==> config.mk <==
export PLATFORM = sky130hd
export DESIGN_NAME = spi_slave_responder
export DESIGN_NICKNAME = d
export VERILOG_FILES = /design/src/rtl/spi_slave_responder.sv
export SDC_FILE = /design/constraint.sdc
export NUM_CORES = 1
export LEC_CHECK = 0
export CAP_MARGIN = 20
export CORE_MARGIN = 2
export CORE_UTILIZATION = 56
export CTS_CLUSTER_DIAMETER = 30
export DETAILED_ROUTE_END_ITERATION = 7
export PLACE_DENSITY = 0.88
export SETUP_SLACK_MARGIN = 0.02
export SLEW_MARGIN = 20
export SYNTH_ARGS = -nofsm -noshare
export SYNTH_HDL_FRONTEND = slang
export SYNTH_SLANG_ARGS = --single-unit
==> constraint.sdc <==
create_clock -name clock -period 6.65 [get_ports clock]
set_input_delay 1.995 -clock clock [delete_from_list [all_inputs] [get_ports clock]]
set_output_delay 1.995 -clock clock [all_outputs]
set_load 0.005 [all_outputs]
==> src/rtl/spi_slave_responder.sv <==
// ---------------------------------------------------------------------------
// spi_slave_responder
//
// SD-card SPI-mode response generator. It sits downstream of the SPI command
// receiver. Each decoded command is turned into an R1, R3 or R7 response,
// and the card init state is updated (idle flag, app-cmd prefix, ACMD41
// retry count). The response is then played out one byte per SPI byte slot
// to the MISO shift-out stage.
//
// Ports
//   clock                  in   system clock, rising edge
//   reset                  in   asynchronous, active-high
//   io_CommandReadFinished in   1-cycle pulse: a command frame is complete
//   io_ReadSuccess         in   frame valid qualifier for the pulse above
//   io_Command[5:0]        in   command index
//   io_CommandArgument     in   32-bit command argument
//   io_DataBlockSize       in   block length accepted by CMD16
//   io_ByteSlot            in   1-cycle pulse per completed SPI byte
//   io_TxByte[7:0]         out  byte for the next slot, 0xFF when silent
//   io_Responding          out  high while a response is pending or in flight
//   io_InIdle              out  card idle flag (R1 bit0)
//   io_AppCmd              out  next command is treated as ACMDn
//   io___state[1:0]        out  debug FSM state: 0 IDLE, 1 WAIT_NCR, 2 SEND
//
// Handshake: a command is accepted on any cycle where io_CommandReadFinished
// is high and the frame is usable. Acceptance always pre-empts a response in
// progress. It also masks a coincident io_ByteSlot, so that slot is not
// counted. io_ByteSlot has no back-pressure: every pulse advances the FSM by
// exactly one byte.
//
// Optional feature macro: SPI_RESP_CRC_ERR_EN
//   When defined, an invalid frame (io_ReadSuccess=0) is answered with an R1
//   carrying the CRC-error bit, and only AppCmd is cleared. When undefined,
//   invalid frames are ignored.
// ---------------------------------------------------------------------------
module spi_slave_responder #(
    parameter int          NCR_BYTES      = 1,
    parameter int          ACMD41_RETRIES = 2,
    parameter logic [31:0] OCR_VALUE      = 32'h00FF8000,
    parameter int          BLKSZ_W        = 12
) (
    input  logic               clock,
    input  logic               reset,
    input  logic               io_CommandReadFinished,
    input  logic               io_ReadSuccess,
    input  logic [5:0]         io_Command,
    input  logic [31:0]        io_CommandArgument,
    input  logic [BLKSZ_W-1:0] io_DataBlockSize,
    input  logic               io_ByteSlot,
    output logic [7:0]         io_TxByte,
    output logic               io_Responding,
    output logic               io_InIdle,
    output logic               io_AppCmd,
    output logic [1:0]         io___state
);

    typedef enum logic [1:0] {
        ST_IDLE     = 2'd0,
        ST_WAIT_NCR = 2'd1,
        ST_SEND     = 2'd2
    } state_t;

    localparam logic [3:0] NCR_LAST  = 4'(NCR_BYTES);
    localparam logic [7:0] RETRY_MAX = 8'(ACMD41_RETRIES);

    state_t      state_q, state_d;
    logic [7:0]  tx_q, tx_d;
    logic [39:0] resp_q, resp_d;   // pending bytes, next byte in [39:32]
    logic [2:0]  rem_q, rem_d;     // bytes still to send after the current one
    logic [3:0]  cnt_q, cnt_d;     // NCR filler slots seen so far
    logic        idle_q, idle_d;
    logic        app_q, app_d;
    logic [7:0]  retry_q, retry_d;

    logic        accept;
    logic [39:0] dec_word;
    logic [2:0]  dec_rem;
    logic        dec_idle;
    logic        dec_app;
    logic [7:0]  dec_retry;
    logic        param_err;
    logic        crc_err;
    logic        illegal;
    logic [7:0]  r1;
    logic [31:0] ocr;

`ifdef SPI_RESP_CRC_ERR_EN
    assign accept = io_CommandReadFinished;
`else
    assign accept = io_CommandReadFinished && io_ReadSuccess;
`endif

    // Command decode: the response and the card state after this command.
    // The R1 idle bit reflects the idle flag after the update.
    always_comb begin
        dec_idle  = idle_q;
        dec_app   = 1'b0;
        dec_retry = retry_q;
        dec_rem   = 3'd0;
        param_err = 1'b0;
        crc_err   = 1'b0;
        illegal   = 1'b0;
        ocr       = OCR_VALUE;
        r1        = 8'h00;
        dec_word  = 40'hFF_FFFF_FFFF;

`ifdef SPI_RESP_CRC_ERR_EN
        if (!io_ReadSuccess) begin
            crc_err = 1'b1;
        end else
`endif
        begin
            case (io_Command)
                6'd0: begin
                    dec_idle  = 1'b1;
                    dec_retry = 8'd0;
                end
                6'd8: begin
                    dec_rem = 3'd4;
                end
                6'd55: begin
                    dec_app = 1'b1;
                end
                6'd41: begin
                    if (!app_q) begin
                        illegal = 1'b1;
                    end else if (retry_q < RETRY_MAX) begin
                        dec_retry = retry_q + 8'd1;
                    end else begin
                        dec_idle = 1'b0;
                    end
                end
                6'd16: begin
                    param_err = (io_CommandArgument != 32'(io_DataBlockSize));
                end
                6'd58: begin
                    dec_rem = 3'd4;
                end
                default: begin
                    illegal = 1'b1;
                end
            endcase
        end

        r1 = {1'b0, param_err, 2'b00, crc_err, illegal, 1'b0, dec_idle};
        // Once the card leaves idle, OCR bit31 reports power-up complete.
        ocr[31] = ~dec_idle;

        if (dec_rem == 3'd0) begin
            dec_word = {r1, 32'hFFFF_FFFF};
        end else if (io_Command == 6'd8) begin
            dec_word = {r1, 8'h00, 8'h00, 4'h0, io_CommandArgument[11:8],
                        io_CommandArgument[7:0]};
        end else begin
            dec_word = {r1, ocr};
        end
    end

    // Next-state and output logic. Acceptance has priority over a slot.
    always_comb begin
        state_d = state_q;
        tx_d    = tx_q;
        resp_d  = resp_q;
        rem_d   = rem_q;
        cnt_d   = cnt_q;
        idle_d  = idle_q;
        app_d   = app_q;
        retry_d = retry_q;

        if (accept) begin
            state_d = ST_WAIT_NCR;
            tx_d    = 8'hFF;
            resp_d  = dec_word;
            rem_d   = dec_rem;
            cnt_d   = 4'd0;
            idle_d  = dec_idle;
            app_d   = dec_app;
            retry_d = dec_retry;
        end else if (io_ByteSlot) begin
            case (state_q)
                ST_WAIT_NCR: begin
                    cnt_d = cnt_q + 4'd1;
                    if (cnt_q + 4'd1 == NCR_LAST) begin
                        state_d = ST_SEND;
                        tx_d    = resp_q[39:32];
                        resp_d  = {resp_q[31:0], 8'hFF};
                    end
                end
                ST_SEND: begin
                    if (rem_q == 3'd0) begin
                        state_d = ST_IDLE;
                        tx_d    = 8'hFF;
                    end else begin
                        tx_d   = resp_q[39:32];
                        resp_d = {resp_q[31:0], 8'hFF};
                        rem_d  = rem_q - 3'd1;
                    end
                end
                default: begin
                    state_d = ST_IDLE;
                end
            endcase
        end
    end

    always_ff @(posedge clock or posedge reset) begin
        if (reset) begin
            state_q <= ST_IDLE;
            tx_q    <= 8'hFF;
            resp_q  <= 40'hFF_FFFF_FFFF;
            rem_q   <= 3'd0;
            cnt_q   <= 4'd0;
            idle_q  <= 1'b1;
            app_q   <= 1'b0;
            retry_q <= 8'd0;
        end else begin
            state_q <= state_d;
            tx_q    <= tx_d;
            resp_q  <= resp_d;
            rem_q   <= rem_d;
            cnt_q   <= cnt_d;
            idle_q  <= idle_d;
            app_q   <= app_d;
            retry_q <= retry_d;
        end
    end

    assign io_TxByte     = tx_q;
    assign io_Responding = (state_q != ST_IDLE);
    assign io_InIdle     = idle_q;
    assign io_AppCmd     = app_q;
    assign io___state    = state_q;

endmodule

== Yosys cells after proc, flatten, opt, wreduce, memory -nomap -nowiden ==
Index checks and enable logic that the tools add are counted.
Storage, ports and cells
  flip-flop bits (word level): 67
  latch bits: 0
  bits in writable memories: 0
  ROM bits: 0
  input bits: 55
  logic and storage cells: 81
  memories: 0
Cells by class
  add/sub/neg operators: 3
  multipliers: 0
  divide/modulo/power cells: 0
  magnitude comparators: 1
  eq/ne operators: 15
  shift-type cells: 0
  mux-type cells: 35
  bitwise gates (word level): 1
  reductions and logical operators: 18
Operators by type and width (number)
  $mux W40: 4
  $pmux W40 S2: 1
  $mux W32: 2
  $mux W8: 6
  $ne A32 B12 Y1: 1
  $pmux W8 S2: 2
  $eq A6 B6 Y1 const B: 3
  $mux W3: 5
  $mux W4: 3
  $reduce_bool A2 Y1: 5
  $ne A3 B3 Y1 const B: 3
  $reduce_and A3 Y1: 3
  $add A8 B1 Y8 const B: 1
  $lt A8 B2 Y1 const B: 1
  $mux W2: 4
  $reduce_and A4 Y1: 2
  $eq A6 B4 Y1 const B: 1
  $eq A6 B5 Y1 const B: 1
  $logic_not A3 Y1: 2
  $logic_not A6 Y1: 1
  $ne A2 B2 Y1 const B: 3
  $mux W1: 5
  $reduce_or A5 Y1: 1
  $add A4 B1 Y4 const B: 1
  11 further kinds: 12

== Depth between registers and ports, before layout ==
  word-level depth: 8
  depth in mapped cells: 10

== Least setup slack after synthesis ==
Ideal clock, no wire load.
  kind: input -> register
  from: input io_Command[4]
  to: register retry_q[0]
  library setup time: 0.125 ns
  arrival: 3.497 ns
  path slack: 3.028 ns
  cell stages on the path: 5
  cell sequence: buf_2 > or4b_1 > nor4_1 > o221a_2 > mux2_2
On the way
  word-level cells in the longest chain between the ends: 3
  elaborated cells between the ends (all ways): 7
  classes of those cells: eq/ne (3); mux (1); reduce/logical (3)
RTL lines
  from (decl): line 46  | input logic [5:0] io_Command,
  $eq A6 B6 Y1 or $logic_not A6 Y1 (tied branches): line 113  | case (io_Command)
  $ne A2 B2 Y1 (no source line) or $reduce_bool A2 Y1 (tied branches)
  $reduce_and A4 Y1 (no source line)
  to (signal assigned): line 224  | retry_q <= retry_d;
  to (decl): line 73  | logic [7:0] retry_q, retry_d;
Parallel ways exist; a longest one is shown, timed or not.
A chain may end at the register's enable or synchronous reset.

== Final worst setup path ==
  from: input io_Command[3]
  to: register resp_q[9]
On the way
  word-level cells in the longest chain between the ends: 6
  elaborated cells between the ends (all ways): 8
  classes of those cells: eq/ne (2); mux (4); reduce/logical (2)
RTL lines
  $eq A6 B4 Y1 or $eq A6 B6 Y1 (tied branches): line 113, 151
  $reduce_or A2 Y1 (no source line)
  $mux W3: line 113
  $logic_not A3 Y1: line 149  | if (dec_rem == 3'd0) begin
  $mux W32 (*): line 149
  $mux W40 (*): line 170  | if (accept) begin
  to (signal assigned): line 219  | resp_q <= resp_d;
  to (decl): line 68  | logic [39:0] resp_q, resp_d;
Every way passes the cells marked *; elsewhere a longest branch is shown, timed or not.

==> results.yml <==
outcome:
  outcome: "completed"
clock_tree:
  root_buffer: "clkbuf_8"
  cts_tree: "built"
  cts_sinks: 67
  cts_buffer_depth: 2
  cts_setup_buffers: 0
  ctsResizeCount: 0
  clk_latency_ps: 340
  cts_buffers: 9
  htree_num_levels: 3
  cts.hold.buffers_added: 0
  clk_pin_slew_ps: 70
floorplan:
  dieHeight_um: 81.9
  placement_rows: 28
  ios: 68
  core_mm2: 0.00589
  die_area_mm2: 0.00671
  initial_core_util_pct: 57.8
  die-width_um: 81.9
place:
  place_inst: 474
  io_buffers: 67
  routabilityCongestion: 0.833
  dpl.hpwl_mm: 5.05
critical_path:
  cp-start-kind: "input pin"
  critPathTopFamily: "simple AND/OR/NAND/NOR gates"
  crit_slowest_cell: "or4b_2"
  crit_buf_inv: 1
  worstSetupPathType: "input pin to flop"
  critPathCaptureType: "flop"
  path_cells: "clkdlybuf4s50_1 > or4b_2 > nor3_4 > a211o_1 > o21ai_0 > o21ai_0"
  cp_common_cell: "o21ai_0"
  cp_data_required_time_ps: 6910
  path_max_fanout: 14
  crit_path_max_incr_delay_ps: 650
  crit_arrival_ps: 4230
sta:
  clock.fmax_mhz: 252
  final-max-slew-violation-count: 0
  slew_headroom_pct: 46.3
  rsz0062_at_grt: "no"
  fin_crit_sh_pct: 59.7
  final_hold_viol_count: 0
  tns_ps: 0
  finClkSkew_ps: 9.85
  worstMarginPinSlew_ps: 806
  setup_violations: 0
  min_period_ps: 3970
logic_synthesis:
  synthCells: 348
  avgSynthCellArea_um2: 9.78
  synth_top_area_share_pct: 37.8
  ys.flop_type: "dfstp_2"
  ys_warn_count: 0
  synthTopCellsByArea: "dfstp_2, dfrtp_1, o21ai_0"
  yosysSeqAreaShare_pct: 51.1
  synth.distinct_cells: 62
  synth-edff-count: 0
  synth_seq_cells: 67
  synth_top_cell_by_area: "dfstp_2"
  async_reset_ff_share_pct: 100
  synth_nets: 408
  synthesis.area_mm2: 0.00340
power_and_ir_drop:
  power.density_mw_per_mm2: 342
  pwr-share-comb_pct: 26.3
  leakagePower_nw: 1.76
  power.switching_mw: 0.427
  switching_share_pct: 28.9
  seqPwrFrac_pct: 48.1
  p_clk_share_pct: 25.7
  p_int_mw: 1.05
  peakVddDrop_uv: 196
global_routing:
  grtUsageTotal_pct: 24.7
  antenna_found_initial: 0
  grt_use_met3_pct: 5.27
  gr-usage-met2_pct: 43.1
  grt_pass1_wl_mm: 12.6
  met1_usage_pct: 30.1
  grt_max_degree: 68
  first_global_vias: 2777
  grt_overflow: 0
  busiest_layer: "met2"
layout:
  final_common_cell: "clkdlybuf4s50_1"
  register_area_mm2: 0.00174
  fin_cells: 490
  area_growth_pct: 27.1
  num_antenna_cells: 0
  multi_input_area_mm2: 0.00154
  mostFrequentLayoutCells: "clkdlybuf4s50_1, o21ai_0, dfstp_2, nand2_1, nor2_1"
  nets: 470
  fill_cells: 425
  drive_gt1_share_pct: 20.5
routing:
  viasPerCell: 5.83
  first_iter_violations: 180
  wl_per_cell_um: 15.0
  final_antenna_net_count: 0
  drc: 0
  vias: 2856
  dr.pass1.iters: 4
  wirelength_mm: 7.35
min_path:
  hp-class: "flop to flop"
run:
  maxCapViolations: 0
[routing by layer]
metal	vias to the layer above	part of all wire, %
li1	1362	-
met1	1384	41
met2	96	51
met3	14	5.7
met4	0	1.8
met5	-	0
[flip-flops by register name, indices dropped and copies added, names as in the netlist]
register    flops
io_InIdle       1
io_TxByte       8
cnt_q           4
resp_q         40
rem_q           3
io___state      2
io_AppCmd       1
retry_q         8
[path summary, 6_finish.rpt]
check | start | endpoint | slack (ps) | cells past startpoint
worst max-delay path | io_Command[3] | resp_q[9] | 2680 | 6
worst min-delay path | resp_q[37] | resp_q[37] | 460 | 2
worst max register to register | cnt_q[0] | resp_q[38] | 4200 | 7
worst min register to register | resp_q[37] | resp_q[37] | 460 | 2
max in group asynchronous | reset | retry_q[0] | 3920 | 3
min in group asynchronous | reset | retry_q[4] | 2220 | 3
[cells in the mapped netlist, drive strengths merged (6+ instances only)]
library cell  number
o21ai             57
nor2              35
nand2             41
dfrtp             18
a21oi             13
xor2              15
dfstp             49
buf               10
inv                8
nor4              10
nand3              6
clkbuf             9
o22a               8
[final cells by class]
cell class | count | share of cell area [%]
clock buffers | 14 | 4.49
multi-input cells | 254 | 35.5
flip-flops and latches | 67 | 40.2
clock inverters | 2 | 0.897
repair buffers | 70 | 16.0
well taps | 75 | 2.17
inverters | 8 | 0.695
[power groups by stage]
stage,Clock [mW],Sequential [mW],Combinational (mW)
2_1_floorplan,0,0.690,0.259
3_3_place_gp,0,0.704,0.370
3_5_place_dp,0,0.714,0.389
4_1_cts,0.384,0.709,0.393
5_1_grt,0.402,0.727,0.441
6_report,0.379,0.710,0.388
[cell families (layout without fill, tap and decap cells)]
group / after synthesis / in the layout / synth area share (%)
compound gates: 103 / 103 / 18.6
simple gates: 127 / 127 / 19.6
mux: 2 / 2 / 0.662
xor+xnor: 17 / 17 / 4.38
flops: 67 / 67 / 51.1
fa+ha+maj: 5 / 5 / 1.84
buf+inv: 27 / 94 / 3.79
[stage by stage]
stage	cell area (um2)	utilization, %	total power [mW]	hold WS (ps)	setup WS [ps]
final	4320	73.4	1.48	459	2680
after CTS	4320	73.4	1.49	454	2670
after floorplan	3400	-	0.949	435	3030
after global placement	4090	69.5	1.07	442	2480
after detailed placement	4090	69.5	1.10	444	2380
after global routing	4320	73.4	1.57	481	2530
[worst min-delay path: cells and delay by family (launching register included)]
family           cells  cell delay (ps)
DFF                  1              370
and+or+nand+nor      2               90
Note: power is estimated with default switching activity, not from simulation.
